## config.mk

```make
export PLATFORM = sky130hd
export DESIGN_NAME = score_level_ctrl
export DESIGN_NICKNAME = d
export VERILOG_FILES = /design/src/rtl/score_level_ctrl.sv
export SDC_FILE = /design/constraint.sdc
export NUM_CORES = 1
export LEC_CHECK = 0
export BUFFER_PORTS_ARGS = -buffer_cell sky130_fd_sc_hd__buf_2
export CAP_MARGIN = 20
export CORE_ASPECT_RATIO = 0.7
export CORE_MARGIN = 1
export CORE_UTILIZATION = 35
export CTS_CLUSTER_SIZE = 10
export DETAILED_ROUTE_END_ITERATION = 7
export PLACE_DENSITY = 0.6
export SLEW_MARGIN = 20
export SYNTH_ARGS = -nofsm -noshare
export SYNTH_HDL_FRONTEND = slang
export SYNTH_SLANG_ARGS = --single-unit
export TNS_END_PERCENT = 100
```

## constraint.sdc

```tcl
create_clock -name i_clk -period 4.68 [get_ports i_clk]
set_input_delay 0.468 -clock i_clk [delete_from_list [all_inputs] [get_ports i_clk]]
set_output_delay 0.468 -clock i_clk [all_outputs]
set_load 0.02 [all_outputs]
```

## src/rtl/score_level_ctrl.sv

```systemverilog
// Game-phase sequencer for the snake datapath: game FSM, BCD score/high score,
// difficulty level and the level-dependent move_tick generator.
module score_level_ctrl #(
  parameter int unsigned TICK_BASE        = 25000000,
  parameter int unsigned TICK_STEP        = 2000000,
  parameter int unsigned MAX_LEVEL        = 7,
  parameter int unsigned POINTS_PER_LEVEL = 5
) (
  input  logic        i_clk,
  input  logic        i_rst,
  input  logic        i_start,
  input  logic        i_pause,
  input  logic        i_target_ate,
  input  logic        i_collision,
  output logic [2:0]  o_game_state,
  output logic [15:0] o_score_bcd,
  output logic [15:0] o_high_bcd,
  output logic [2:0]  o_level,
  output logic        o_move_tick,
  output logic        o_new_high
);

  localparam int unsigned CntW = $clog2(TICK_BASE + 1);
  localparam int unsigned PtsW = $clog2(POINTS_PER_LEVEL + 1);

  typedef enum logic [2:0] {
    StIdle  = 3'd0,
    StPlay  = 3'd1,
    StPause = 3'd2,
    StOver  = 3'd3
  } state_e;

  state_e          r_state, w_state_d;
  logic            r_sync1, r_sync2, r_sync3;
  logic [15:0]     r_score, r_high;
  logic [2:0]      r_level;
  logic [PtsW-1:0] r_pts;
  logic [CntW-1:0] r_cnt;
  logic            r_tick, r_new_high, r_over_first;
  logic            w_eat, w_point, w_cnt_done, w_start_game;
  logic [31:0]     w_period, w_last;

  function automatic logic [15:0] bcd_inc(input logic [15:0] v);
    logic [15:0] res;
    logic        carry;
    res   = v;
    carry = 1'b1;
    for (int i = 0; i < 4; i++) begin
      if (carry) begin
        if (v[i*4 +: 4] == 4'd9) begin
          res[i*4 +: 4] = 4'd0;
        end else begin
          res[i*4 +: 4] = v[i*4 +: 4] + 4'd1;
          carry         = 1'b0;
        end
      end
    end
    return res;
  endfunction

  assign w_eat        = r_sync2 & ~r_sync3;
  assign w_point      = (r_state == StPlay) && w_eat && (r_score != 16'h9999);
  assign w_period     = TICK_BASE - 32'(r_level) * TICK_STEP;
  assign w_last       = w_period - 32'd1;
  // >= rather than == so a level-up that shrinks the period never overshoots the wrap point
  assign w_cnt_done   = 32'(r_cnt) >= w_last;
  assign w_start_game = (r_state == StIdle) && (w_state_d == StPlay);

  always_comb begin
    w_state_d = r_state;
    case (r_state)
      StIdle:  if (i_start) w_state_d = StPlay;
      StPlay: begin
        if (i_collision)  w_state_d = StOver;
        else if (i_pause) w_state_d = StPause;
      end
      StPause: if (i_pause) w_state_d = StPlay;
      StOver:  if (i_start) w_state_d = StIdle;
      default: w_state_d = StIdle;
    endcase
  end

  always_ff @(posedge i_clk) begin
    if (i_rst) r_state <= StIdle;
    else       r_state <= w_state_d;
  end

  always_ff @(posedge i_clk) begin
    if (i_rst) begin
      r_sync1      <= 1'b0;
      r_sync2      <= 1'b0;
      r_sync3      <= 1'b0;
      r_score      <= '0;
      r_high       <= '0;
      r_level      <= '0;
      r_pts        <= '0;
      r_cnt        <= '0;
      r_tick       <= 1'b0;
      r_new_high   <= 1'b0;
      r_over_first <= 1'b0;
    end else begin
      r_sync1      <= i_target_ate;
      r_sync2      <= r_sync1;
      r_sync3      <= r_sync2;
      r_tick       <= 1'b0;
      r_over_first <= (w_state_d == StOver) && (r_state != StOver);

      if (w_start_game) begin
        r_score    <= '0;
        r_level    <= '0;
        r_pts      <= '0;
        r_cnt      <= '0;
        r_new_high <= 1'b0;
      end

      if (w_point) begin
        r_score <= bcd_inc(r_score);
        if (32'(r_pts) >= POINTS_PER_LEVEL - 1) begin
          r_pts <= '0;
          if (32'(r_level) < MAX_LEVEL) r_level <= r_level + 3'd1;
        end else begin
          r_pts <= r_pts + PtsW'(1);
        end
      end

      // Counter only advances while staying in PLAY, so a pause freezes it in place
      if ((r_state == StPlay) && (w_state_d == StPlay)) begin
        if (w_cnt_done) begin
          r_cnt  <= '0;
          r_tick <= 1'b1;
        end else begin
          r_cnt <= r_cnt + CntW'(1);
        end
      end

      if ((r_state == StOver) && r_over_first && (r_score > r_high)) begin
        r_high     <= r_score;
        r_new_high <= 1'b1;
      end
      if ((r_state == StOver) && (w_state_d != StOver)) r_new_high <= 1'b0;
    end
  end

  assign o_game_state = r_state;
  assign o_score_bcd  = r_score;
  assign o_high_bcd   = r_high;
  assign o_level      = r_level;
  assign o_move_tick  = r_tick;
  assign o_new_high   = r_new_high;

endmodule
```

======== Word level (Yosys, flattened, before mapping) ========
Cells that the tools add are included.
storage, ports and cells
  register bits ........................... 72
  input port bits ......................... 6
  output and inout bits ................... 40
  word-level logic and storage cells ...... 103
cells by class
  $add $sub $neg .......................... 9
  $mul .................................... 1
  order comparisons ....................... 4
  equal/unequal tests ..................... 15
  mux-type cells .......................... 39
  bitwise gates (word level) .............. 3
  reductions and logical operators ........ 17
operator list
  cell                    number
  $mux 25                 3
  $mux 3                  12
  $ge 25x32->1            1
  $mux 16                 2
  $mux 4                  7
  $sub 26x2->27 const B   1
  $sub 25x24->26 const A  1
  $add 25x1->25 const B   1
  $mul 3x14->17 const B   1
  $add 4x1->4 const B     4
  $eq 4x4->1 const B      4
  $gt 16x16->1            1
  $ne 16x16->1 const B    1
  $mux 1                  14
  $pmux 3 s4              1
  $eq 3x2->1 const B      3
  $logic_and 1x1->1       8
  $add 3x1->3 const B     2
  $eq 3x1->1 const B      2
  $ne 2x1->1 const B      3
  $ne 3x2->1 const B      2
  $reduce_and 2->1        3
  $reduce_bool 2->1       3
  $reduce_or 2->1         2
  5 further kinds         6

======== Depth between registers and ports, before layout ========
Gate-level depths: netlist of the first run.
  depth after elaboration ................. 14
  mapped depth ............................ 19
  depth with buffers taken out ............ 17

======== Least setup slack after synthesis of the first run ========
No wires, ideal clock.
  path kind ............................... register to register
  start ................................... register r_level[1] (netlist: o_level[1])
  end ..................................... register r_cnt[10]
  setup time .............................. 96 ps
  data arrival time ....................... 4199 ps
  data required time ...................... 4584 ps
  path slack .............................. 385 ps
  cell stages (with the launch flop) ...... 19
  clock period less this slack ............ 4295 ps
  path through ............................ dfxtp_1 -> inv_1 -> fa_1 -> nor2b_1 -> nor2b_1 -> ha_1 -> o211a_1 -> a211oi_1 -> xnor2_1 -> nand4_1 -> xor2_1 -> ha_1 -> o21ai_0 -> a21oi_1 -> a211oi_1 -> and3_1 -> clkbuf_1 -> nand2_1 -> o311ai_1
between the ends
  word-level cells in the longest chain between the ends .. 6
ends and longest elaborated chain
  element                 line  text
  start, declared         36    logic [2:0] r_level;
  start signal, assigned  120   if (32'(r_level) < MAX_LEVEL) r_level <= r_level + 3'd1;
  $mul 3x14->17           63    assign w_period = TICK_BASE - 32'(r_level) * TICK_STEP;
  $sub 25x24->26          63
  $sub 26x2->27           64    assign w_last = w_period - 32'd1;
  $ge 25x32->1            66    assign w_cnt_done = 32'(r_cnt) >= w_last;
  $mux 25                 128   if (w_cnt_done) begin
  $mux 25                 127   if ((r_state == StPlay) && (w_state_d == StPlay)) begin
  end signal, assigned    132   r_cnt <= r_cnt + CntW'(1);
  end, declared           38    logic [CntW-1:0] r_cnt;
No other way between the ends.
A chain may end at the register's enable or synchronous reset.

======== Worst setup path after layout of the first run ========
  start ................................... register r_level[0] (netlist: o_level[0])
  end ..................................... register r_cnt[8]
Same word-level chain as after synthesis.

==> flow_summary.yaml, run 1 <==
clock_tree:
  clock_latency_ns: 0.34
  post_cts_buffers: 0
  clk_pin_slew_worst_paths_ns: 0.07
  cts-root-buf: "clkbuf_16"
  tritoncts: "built"
  cts_buffer_depth: 2
  htree_levels: 3
  numClockSinks: 72
  holdBufCountCts: 0
  post_cts_resized: 0
  numCtsBuffers: 9
sta:
  worst_slew_pin_slew_ns: 0.7546
  timing_hold_violations_final: 0
  finalWorstSetupSlack_ns: 0.3137
  fin_tns_setup_ns: 0
  drv_slew: 0
  post-route-period-util: 0.9330
  fmax_ghz: 0.2290
  rsz0062_at_grt: "false"
  setup_viol: 0
  relSlewSlack: 0.4964
  layout_min_cycle_time_ns: 4.366
  skew_ns: 0.01079
synth:
  syn_area_um2: 4856
  synth_area_leaders: "dfxtp_1 30%, ha_1 15%, nand2_1 3.7%, a21oi_1 3.3%, o2111ai_1 2.9%"
  syn-num-nets: 634
  ys_ff_latch: 72
  async_flop_share: 0
  synth_cells: 568
  seq_area_frac_synth: 0.2968
  syn_avg_cell_area_um2: 8.549
  ys.warnings.count: 0
  yosys.area.top_type: "dfxtp_1"
  synth-edff-count: 0
  synth_cell_types: 76
  synth_ff_type: "dfxtp_1"
  synth.top_cell.area_share: 0.2968
power:
  power_density_nw_per_um2: 248.2
  clkPwrFrac: 0.520
  switching_share: 0.2409
  power.total_mw: 1.379
  p_leak_nw: 2.308
  p_int_mw: 1.047
  peakVddDrop_mv: 0.1875
  p_switching_mw: 0.3320
  pwr-share-comb: 0.032
  power_frac_seq: 0.449
placed_design:
  hpwl_um: 9093
  dpl_cell_area_um2: 5243
  dp.cells: 782
  gp_congestion: 0.8249
  pre_cts_ws_ns: 0.04678
  port_buffers: 45
worst_setup_path:
  cp-end-kind: "flop"
  critical_path_required_ns: 4.96
  start_kind: "flop"
  crit_type: "flop to flop"
  cp_max_fo: 14
  worstPathArrival_ns: 4.65
final_layout:
  drive_gt1_frac: 0.1533
  stdcell_count: 798
  n_antenna_cell: 0
  layout_common_cells: "71 x dfxtp_1, 58 x ha_1, 47 x nand2_1"
  fin_nets: 674
  area_delta_synth_final_pct: 14.38
  stdcell_area_um2: 5554
  layout_commonest_cell: "dfxtp_1"
routing:
  wl_met1_um: 6657
  dr.max_layer_used: "met4"
  vias: 4393
  viasPerCell: 5.505
  drt_first_pass_iters: 5
  route.detailed.drc: 0
  wl_um: 12320
  wl_met3_um: 461
  drtIter0Drc: 375
  ant_nets: 0
  post_drt_wl_per_cell_um: 15.44
  dr_wl_met2_um: 5078
global_route:
  grt_max_degree: 48
  grt_pass1_vias: 3882
  overflow: 0
  globalRouteTotalUtil: 0.1781
  grt_pass1_wl_um: 20110
  grt_antenna_before_repair: 0
hold_path:
  hp-class: "primary input to flop"
die:
  start_util: 0.3636
  fp-row-count: 35
  chipHeight_um: 100.6
  io_pins: 46
  dieWidth_um: 142.8
  core_area_um2: 13360
  die-area_um2: 14360
flow_run:
  drv_cap: 0
status:
  status: "completed"
synthesized netlist by cell type (all sizes together), types with 2 or more instances:
cell type / instances
nand4b: 2
mux2i: 7
nand2: 49
a32oi: 2
and4: 4
a41oi: 2
a22o: 2
o2111ai: 16
nand4: 18
inv: 36
or2: 3
xor2: 7
nor2: 41
a221o: 4
nor2b: 7
a211oi: 3
o21a: 2
and2: 4
ha: 58
o31ai: 18
a21o: 7
dfxtp: 72
fa: 2
buf: 13
o21ai: 22
a2111oi: 4
and3: 5
nand2b: 3
or3b: 3
nor3b: 3
nor3: 9
a311oi: 4
and3b: 3
o211ai: 3
a21oi: 33
a22oi: 3
nand3: 27
nor4: 5
clkbuf: 12
o311ai: 3
a31oi: 9
or3: 7
nand3b: 6
nor4bb: 2
xnor2: 10
final cells by class:
cell class | instances | area (um2)
clock inverter | 7 | 77.57
multi-input combinational | 435 | 3149
fill | 1342 | 7802
inverter | 36 | 135.1
tap | 185 | 231.5
sequential | 72 | 1443
clock buffer | 9 | 225.2
timing repair buffer | 54 | 292.8
state kept, by name (all words and copies together) (netlist names):
signal / count
o_game_state: 3
o_high_bcd: 16
o_level: 3
o_move_tick: 1
o_new_high: 1
o_score_bcd: 16
r_cnt: 25
r_over_first: 1
r_pts: 3
r_sync1: 1
r_sync2: 1
r_sync3: 1
final timing paths:
path,start,endpoint,slack [ns],cells past startpoint
hold reg to reg,r_sync1,r_sync2,0.44,1
hold / removal,i_target_ate,r_sync1,0.34,2
setup reg to reg,o_level[0],r_cnt[8],0.31,18
setup / recovery,o_level[0],r_cnt[8],0.31,18
routing by layer:
metal	vias to the layer above	global-route usage
li1	2205	-
met1	2082	0.2707
met3	10	0.02850
met4	0	0.05542
met5	-	0
met2	96	0.2523
worst max-delay path, cell delays in order (launching register included):
cell      delay, ns
dfxtp_2        0.42
inv_2          0.12
fa_1           0.54
nor2b_1        0.26
nor2b_1        0.09
ha_1           0.22
o211a_1        0.23
a211oi_1       0.27
xnor2_1        0.22
nand4_1        0.14
xor2_1         0.17
ha_1           0.29
o21ai_0        0.07
a21oi_1        0.07
a211oi_2       0.29
and3_1         0.25
buf_4          0.21
nor4bb_1       0.31
a221o_1        0.15
power groups by stage:
stage / clock network, mW / logic [mW] / registers [mW]
2_1_floorplan: 0 / 0.0347 / 0.632
3_3_place_gp: 0 / 0.0423 / 0.632
3_5_place_dp: 0 / 0.0433 / 0.633
4_1_cts: 0.735 / 0.0433 / 0.619
5_1_grt: 0.756 / 0.0479 / 0.619
6_report: 0.717 / 0.0434 / 0.619
metrics by stage:
stage	hold WS, ns	util
2_1_floorplan	0.4138	-
3_3_place_gp	0.4279	0.3925
6_report	0.3399	0.4158
5_1_grt	0.3451	0.4158
4_1_cts	0.3303	0.4152
3_5_place_dp	0.4277	0.3925
cells by family (layout without fill, tap and decap cells):
family	Yosys count	after routing	synth area share
flip-flops	72	72	0.2968
multiplexers	8	8	0.01675
buffers and inverters	61	106	0.05617
AND/OR/NAND/NOR	205	205	0.2324
other	1	1	0.0007723
AO/OA/AOI/OAI	144	144	0.2087
XOR/XNOR	17	17	0.03066
adder cells (fa/ha/maj)	60	60	0.1577
Power figures use the tool's default switching activity.
==> run 2: changes to the inputs <==
- REMOVE_ABC_BUFFERS: default -> 1
==> flow_summary.yaml, run 2 (synthesis gave the netlist of run 1 again) <==
worst_setup_path:
  worstPathArrival_ns: 4.52
  cp_max_fo: 16
  timing.reg2reg.setup_slack_ns: 0.37
  cp-end-kind: "flop"
  critical_path_required_ns: 4.89
  r2r_end: "r_cnt[7]"
  reg2reg_from: "o_level[0]"
  crit_type: "flop to flop"
  start_kind: "flop"
  reg2reg_depth: 16
routing:
  drt_first_pass_iters: 5
  route.detailed.drc: 0
  wl_um: 12520
  drtIter0Drc: 298
  viasPerCell: 5.478
  ant_nets: 0
  post_drt_wl_per_cell_um: 15.66
  vias: 4377
die:
  io_pins: 46
  die-area_um2: 14360
  start_util: 0.3636
  core_area_um2: 13360
  fp-row-count: 35
  chipHeight_um: 100.6
  dieWidth_um: 142.8
clock_tree:
  numClockSinks: 72
  cts-root-buf: "clkbuf_16"
  numCtsBuffers: 9
  clk_pin_slew_worst_paths_ns: 0.07
  cts_buffer_depth: 2
  htree_levels: 3
  tritoncts: "built"
  clock_latency_ns: 0.34
hold_path:
  hold_path_depth: 2
  whs_endpoint: "r_sync1"
  hold_path_startpoint: "i_target_ate"
  hp-class: "primary input to flop"
final_layout:
  fin_nets: 675
  layout_commonest_cell: "dfxtp_1"
  stdcell_count: 799
  area_delta_synth_final_pct: 15.59
  n_fill_cell: 1287
  utilization: 0.4202
  layout_common_cells: "72 x dfxtp_1, 58 x ha_1, 48 x nand2_1"
  n_antenna_cell: 0
  largest_register_ffs: 25
  stdcell_area_um2: 5613
  top_register: "r_cnt"
  drive_gt1_frac: 0.1547
sta:
  fmax_ghz: 0.2321
  skew_ns: 0.01016
  fin_hold_ws_ns: 0.3445
  timing_hold_violations_final: 0
  finalWorstSetupSlack_ns: 0.3713
  layout_min_cycle_time_ns: 4.309
  post-route-period-util: 0.9207
  drv_slew: 0
  relSlewSlack: 0.3650
  rsz0062_at_grt: "false"
  setup_viol: 0
  fin_tns_setup_ns: 0
  worst_slew_pin_slew_ns: 0.9392
power:
  power_density_nw_per_um2: 263.3
  p_leak_nw: 2.336
  power.total_mw: 1.478
  peakVddDrop_mv: 0.1754
placed_design:
  port_buffers: 45
  dp.cells: 781
  hpwl_um: 9185
  gp_congestion: 0.8483
  pre_cts_ws_ns: 0.01726
  dpl_cell_area_um2: 5235
flow_run:
  drv_cap: 0
global_route:
  grt_antenna_before_repair: 0
  globalRouteTotalUtil: 0.1826
  overflow: 0
  grt_max_degree: 47
  grt_pass1_vias: 4027
  grt_pass1_wl_um: 20690
status:
  status: "completed"
==> run 2: power breakdown <==
group          leakage, nW  internal [mW]  total (mW)  switching (mW)
Sequential           0.581          0.615       0.619         0.00346
Clock                0.171          0.527       0.816           0.289
Combinational         1.58         0.0122      0.0430          0.0308
Total                 2.34           1.15        1.48           0.323
==> run 2: per-layer routing <==
layer	track usage	wire length, um	share of wire	vias to the layer above
li1	-	-	-	2199
met1	0.2685	6544	0.52	2081
met2	0.2624	5292	0.42	85
met3	0.03848	530	0.042	12
met4	0.05707	148	0.012	0
met5	0	0	0	-
==> run 2: layout make-up <==
type | instances | area, um2 | area share
clock buffers | 9 | 225.2 | 0.04012
clock inverters | 7 | 125.1 | 0.02229
inverters | 36 | 138.9 | 0.02474
multi-input cells | 435 | 3151 | 0.5613
flip-flops and latches | 72 | 1441 | 0.2568
well taps | 185 | 231.5 | 0.04124
repair buffers | 55 | 300.3 | 0.05350
==> run 2: worst max-delay path by stage <==
| stage | from | endpoint | slack (ns) | cells past startpoint |
|---|---|---|---|---|
| 6_report | o_level[0] | r_cnt[7] | 0.37 | 16 |
| 3_3_place_gp | o_level[0] | r_cnt[10] | 0.24 | 16 |
| 4_1_cts | o_level[0] | r_cnt[7] | 0.006 | 16 |
| 3_5_place_dp | o_level[0] | r_cnt[7] | 0.02 | 16 |
| 2_1_floorplan | o_level[1] | r_cnt[10] | 0.25 | 17 |
| 5_1_grt | o_level[0] | r_cnt[17] | 0.04 | 18 |
==> run 2: what timing repair did <==
item | 4_1_cts | 5_1_grt
endpoints found under the setup margin | 0 | 18
setup buffers | 0 | 2
gates resized for setup | 0 | 4
hold buffers | 0 | 0
==> run 2: worst max-delay path, stage by stage (launching register included) <==
cell	delay, ns
dfxtp_1	0.37
clkinvlp_4	0.15
fa_1	0.61
nand2b_1	0.09
nor2b_1	0.13
ha_1	0.21
o211a_1	0.23
a211oi_1	0.27
xnor2_1	0.22
nand4_1	0.15
xor2_1	0.18
ha_1	0.29
and4_1	0.19
nand3_1	0.13
a311o_2	0.47
nand2_1	0.35
o311ai_1	0.15
==> run 3: changes to the inputs <==
--- a/config.mk
+++ b/config.mk
@@ -8,9 +8,9 @@
 export BUFFER_PORTS_ARGS = -buffer_cell sky130_fd_sc_hd__buf_2
-export CAP_MARGIN = 20
+export CAP_MARGIN = 15
 export CORE_ASPECT_RATIO = 0.7
 export CORE_MARGIN = 1
-export CORE_UTILIZATION = 35
+export CORE_UTILIZATION = 23
 export CTS_CLUSTER_SIZE = 10
 export DETAILED_ROUTE_END_ITERATION = 7
-export PLACE_DENSITY = 0.6
+export PLACE_DENSITY = 0.46
 export REMOVE_ABC_BUFFERS = 1
==> constraint.sdc (replaced) <==
create_clock -name i_clk -period 4.68 [get_ports i_clk]
set_input_delay 0.234 -clock i_clk [delete_from_list [all_inputs] [get_ports i_clk]]
set_output_delay 0.234 -clock i_clk [all_outputs]
set_load 0.02 [all_outputs]
==> flow_summary.yaml, run 3 (synthesis gave the netlist of run 1 again) <==
clock_tree:
  tritoncts: "built"
  numCtsBuffers: 9
  clk_pin_slew_worst_paths_ns: 0.06
  htree_levels: 3
  cts-root-buf: "clkbuf_16"
  numClockSinks: 72
  cts_buffer_depth: 2
  post_cts_buffers: 0
  clock_latency_ns: 0.34
die:
  chipHeight_um: 123.6
  die-area_um2: 21710
  core_area_um2: 20700
  io_pins: 46
  start_util: 0.2346
  dieWidth_um: 175.7
  fp-row-count: 44
global_route:
  grt_max_degree: 47
  globalRouteTotalUtil: 0.1297
  overflow: 0
  grt_antenna_before_repair: 0
  grt_pass1_wl_um: 21550
  grt_pass1_vias: 3706
sta:
  fin_tns_setup_ns: 0
  timing_hold_violations_final: 0
  setup_viol: 0
  drv_slew: 0
  worst_slew_pin_slew_ns: 1.142
  relSlewSlack: 0.2277
  skew_ns: 0.009674
  layout_min_cycle_time_ns: 4.220
  post-route-period-util: 0.9017
  fmax_ghz: 0.2370
  rsz0062_at_grt: "false"
  finalWorstSetupSlack_ns: 0.4598
placed_design:
  gp_congestion: 0.7857
  pre_cts_ws_ns: 0.3215
  port_buffers: 45
  hpwl_um: 9842
status:
  violations: "DRC"
  status: "finished with violations"
worst_setup_path:
  r2r_end: "r_cnt[9]"
  critical_path_required_ns: 4.97
  crit_cells: 17
  crit_path_end: "r_cnt[9]"
  start_kind: "flop"
  critPathTopFamily: "simple AND/OR/NAND/NOR gates"
  cp_max_fo: 7
  worst_path_max_delay_cell: "fa_1"
  reg2reg_depth: 17
  reg2reg_from: "o_level[0]"
  worstSetupStartpoint: "o_level[0]"
  worstPathArrival_ns: 4.51
  cp-end-kind: "flop"
  crit_type: "flop to flop"
  max_stage_delay_ns: 0.49
  crit_buf_inv: 1
  timing.reg2reg.setup_slack_ns: 0.46
  path_cells: "inv_1, fa_1, nor2b_1, nor2b_1, ha_1, o211a_1, a211oi_1, xnor2_1, nand4_1, xor2_1, ha_1, o21ai_0, a21oi_1, a211oi_2, nand2_1, nor3_2, a221o_1"
final_layout:
  top_register: "r_cnt"
  drive_gt1_frac: 0.1485
  area_delta_synth_final_pct: 17.75
  layout_commonest_cell: "dfxtp_1"
  n_fill_cell: 2259
  fin_nets: 674
  layout_common_cells: "72 x dfxtp_1, 58 x ha_1, 48 x nand2_1"
  n_antenna_cell: 0
  largest_register_ffs: 25
routing:
  ant_nets: 0
  wl_um: 13560
  viasPerCell: 4.816
  post_drt_wl_per_cell_um: 15.25
  drt_first_pass_iters: 6
  route.detailed.drc: 2
  vias: 4281
  drtIter0Drc: 306
power:
  peakVddDrop_mv: 0.2010
  power_density_nw_per_um2: 260.2
  p_switching_mw: 0.3112
  switching_share: 0.2092
  pwr-share-comb: 0.030
  p_leak_nw: 2.332
  clkPwrFrac: 0.554
  power_frac_seq: 0.416
  p_int_mw: 1.176
flow_run:
  drv_cap: 0
hold_path:
  hp-class: "primary input to flop"
run 3: cell types whose count changed in the layout (fill, tap and decap cells not counted):
cell / before / now
a2111oi_1: 0 / 1
clkinv_4: 1 / 0
a311o_1: 0 / 1
inv_6: 3 / 0
nor2b_1: 6 / 7
nor2b_2: 1 / 0
a311o_2: 1 / 0
inv_1: 35 / 36
a2111oi_0: 3 / 2
clkinv_2: 0 / 1
buf_4: 10 / 9
clkbuf_8: 0 / 2
run 3: power groups by stage:
stage | registers, mW | logic [mW] | clock network (mW)
3_5_place_dp | 0.632 | 0.0450 | 0
2_1_floorplan | 0.633 | 0.0219 | 0
3_3_place_gp | 0.632 | 0.0455 | 0
4_1_cts | 0.619 | 0.0452 | 0.843
6_report | 0.619 | 0.0449 | 0.824
5_1_grt | 0.619 | 0.0496 | 0.867
run 3: repair_timing:
| item | 4_1_cts | 5_1_grt |
|---|---|---|
| gates resized for setup | 0 | 2 |
| setup endpoints to repair | 0 | 11 |
| hold buffers | 0 | 0 |
run 3: layout make-up:
type | instances | area, um2 | share of cell area
tap | 276 | 345.3 | 0.06039
inverter | 36 | 135.1 | 0.02363
timing repair buffer | 54 | 292.8 | 0.05120
sequential | 72 | 1441 | 0.2521
multi-input combinational | 435 | 3148 | 0.5505
clock inverter | 5 | 102.6 | 0.01794
clock buffer | 11 | 252.7 | 0.04420
run 3: per-stage QoR:
stage | instances | cell area [um2] | utilization | hold WS, ns | total power, mW
floorplan | 543 | 4718 | - | 0.3031 | 0.6548
global placement | 873 | 5356 | 0.2588 | 0.4170 | 0.6779
detailed placement | 873 | 5356 | 0.2588 | 0.4204 | 0.6773
CTS | 889 | 5712 | 0.2759 | 0.1074 | 1.507
global route | 889 | 5718 | 0.2762 | 0.1288 | 1.535
finish | 889 | 5718 | 0.2762 | 0.1179 | 1.488
run 3: worst min path at each step:
stage                             from          to  slack (ns)  depth (start not counted)
after floorplan                  i_rst  o_level[1]        0.30                          1
after global placement         r_sync1     r_sync2        0.42                          1
after detailed placement       r_sync1     r_sync2        0.42                          1
after CTS                 i_target_ate     r_sync1        0.11                          2
after global routing      i_target_ate     r_sync1        0.13                          2
final                     i_target_ate     r_sync1        0.12                          2
run 3: worst register-to-register path, stage by stage (launching register included):
cell      delay, ns
dfxtp_1        0.31
inv_1          0.24
fa_1           0.49
nor2b_1        0.25
nor2b_1        0.08
ha_1           0.21
o211a_1        0.22
a211oi_1       0.25
xnor2_1        0.22
nand4_1        0.14
xor2_1         0.17
ha_1           0.29
o21ai_0        0.08
a21oi_1        0.07
a211oi_2       0.26
nand2_1        0.25
nor3_2         0.41
a221o_1        0.21
run 3: metal layers:
| metal | wire length [um] | part of all wire | vias to the layer above | track usage |
|---|---|---|---|---|
| met5 | 0 | 0 | - | 0 |
| met4 | 117 | 0.0086 | 0 | 0.02935 |
| met3 | 594 | 0.044 | 8 | 0.03632 |
| met2 | 5148 | 0.38 | 71 | 0.1660 |
| met1 | 7700 | 0.57 | 2001 | 0.2044 |
| li1 | - | - | 2201 | - |
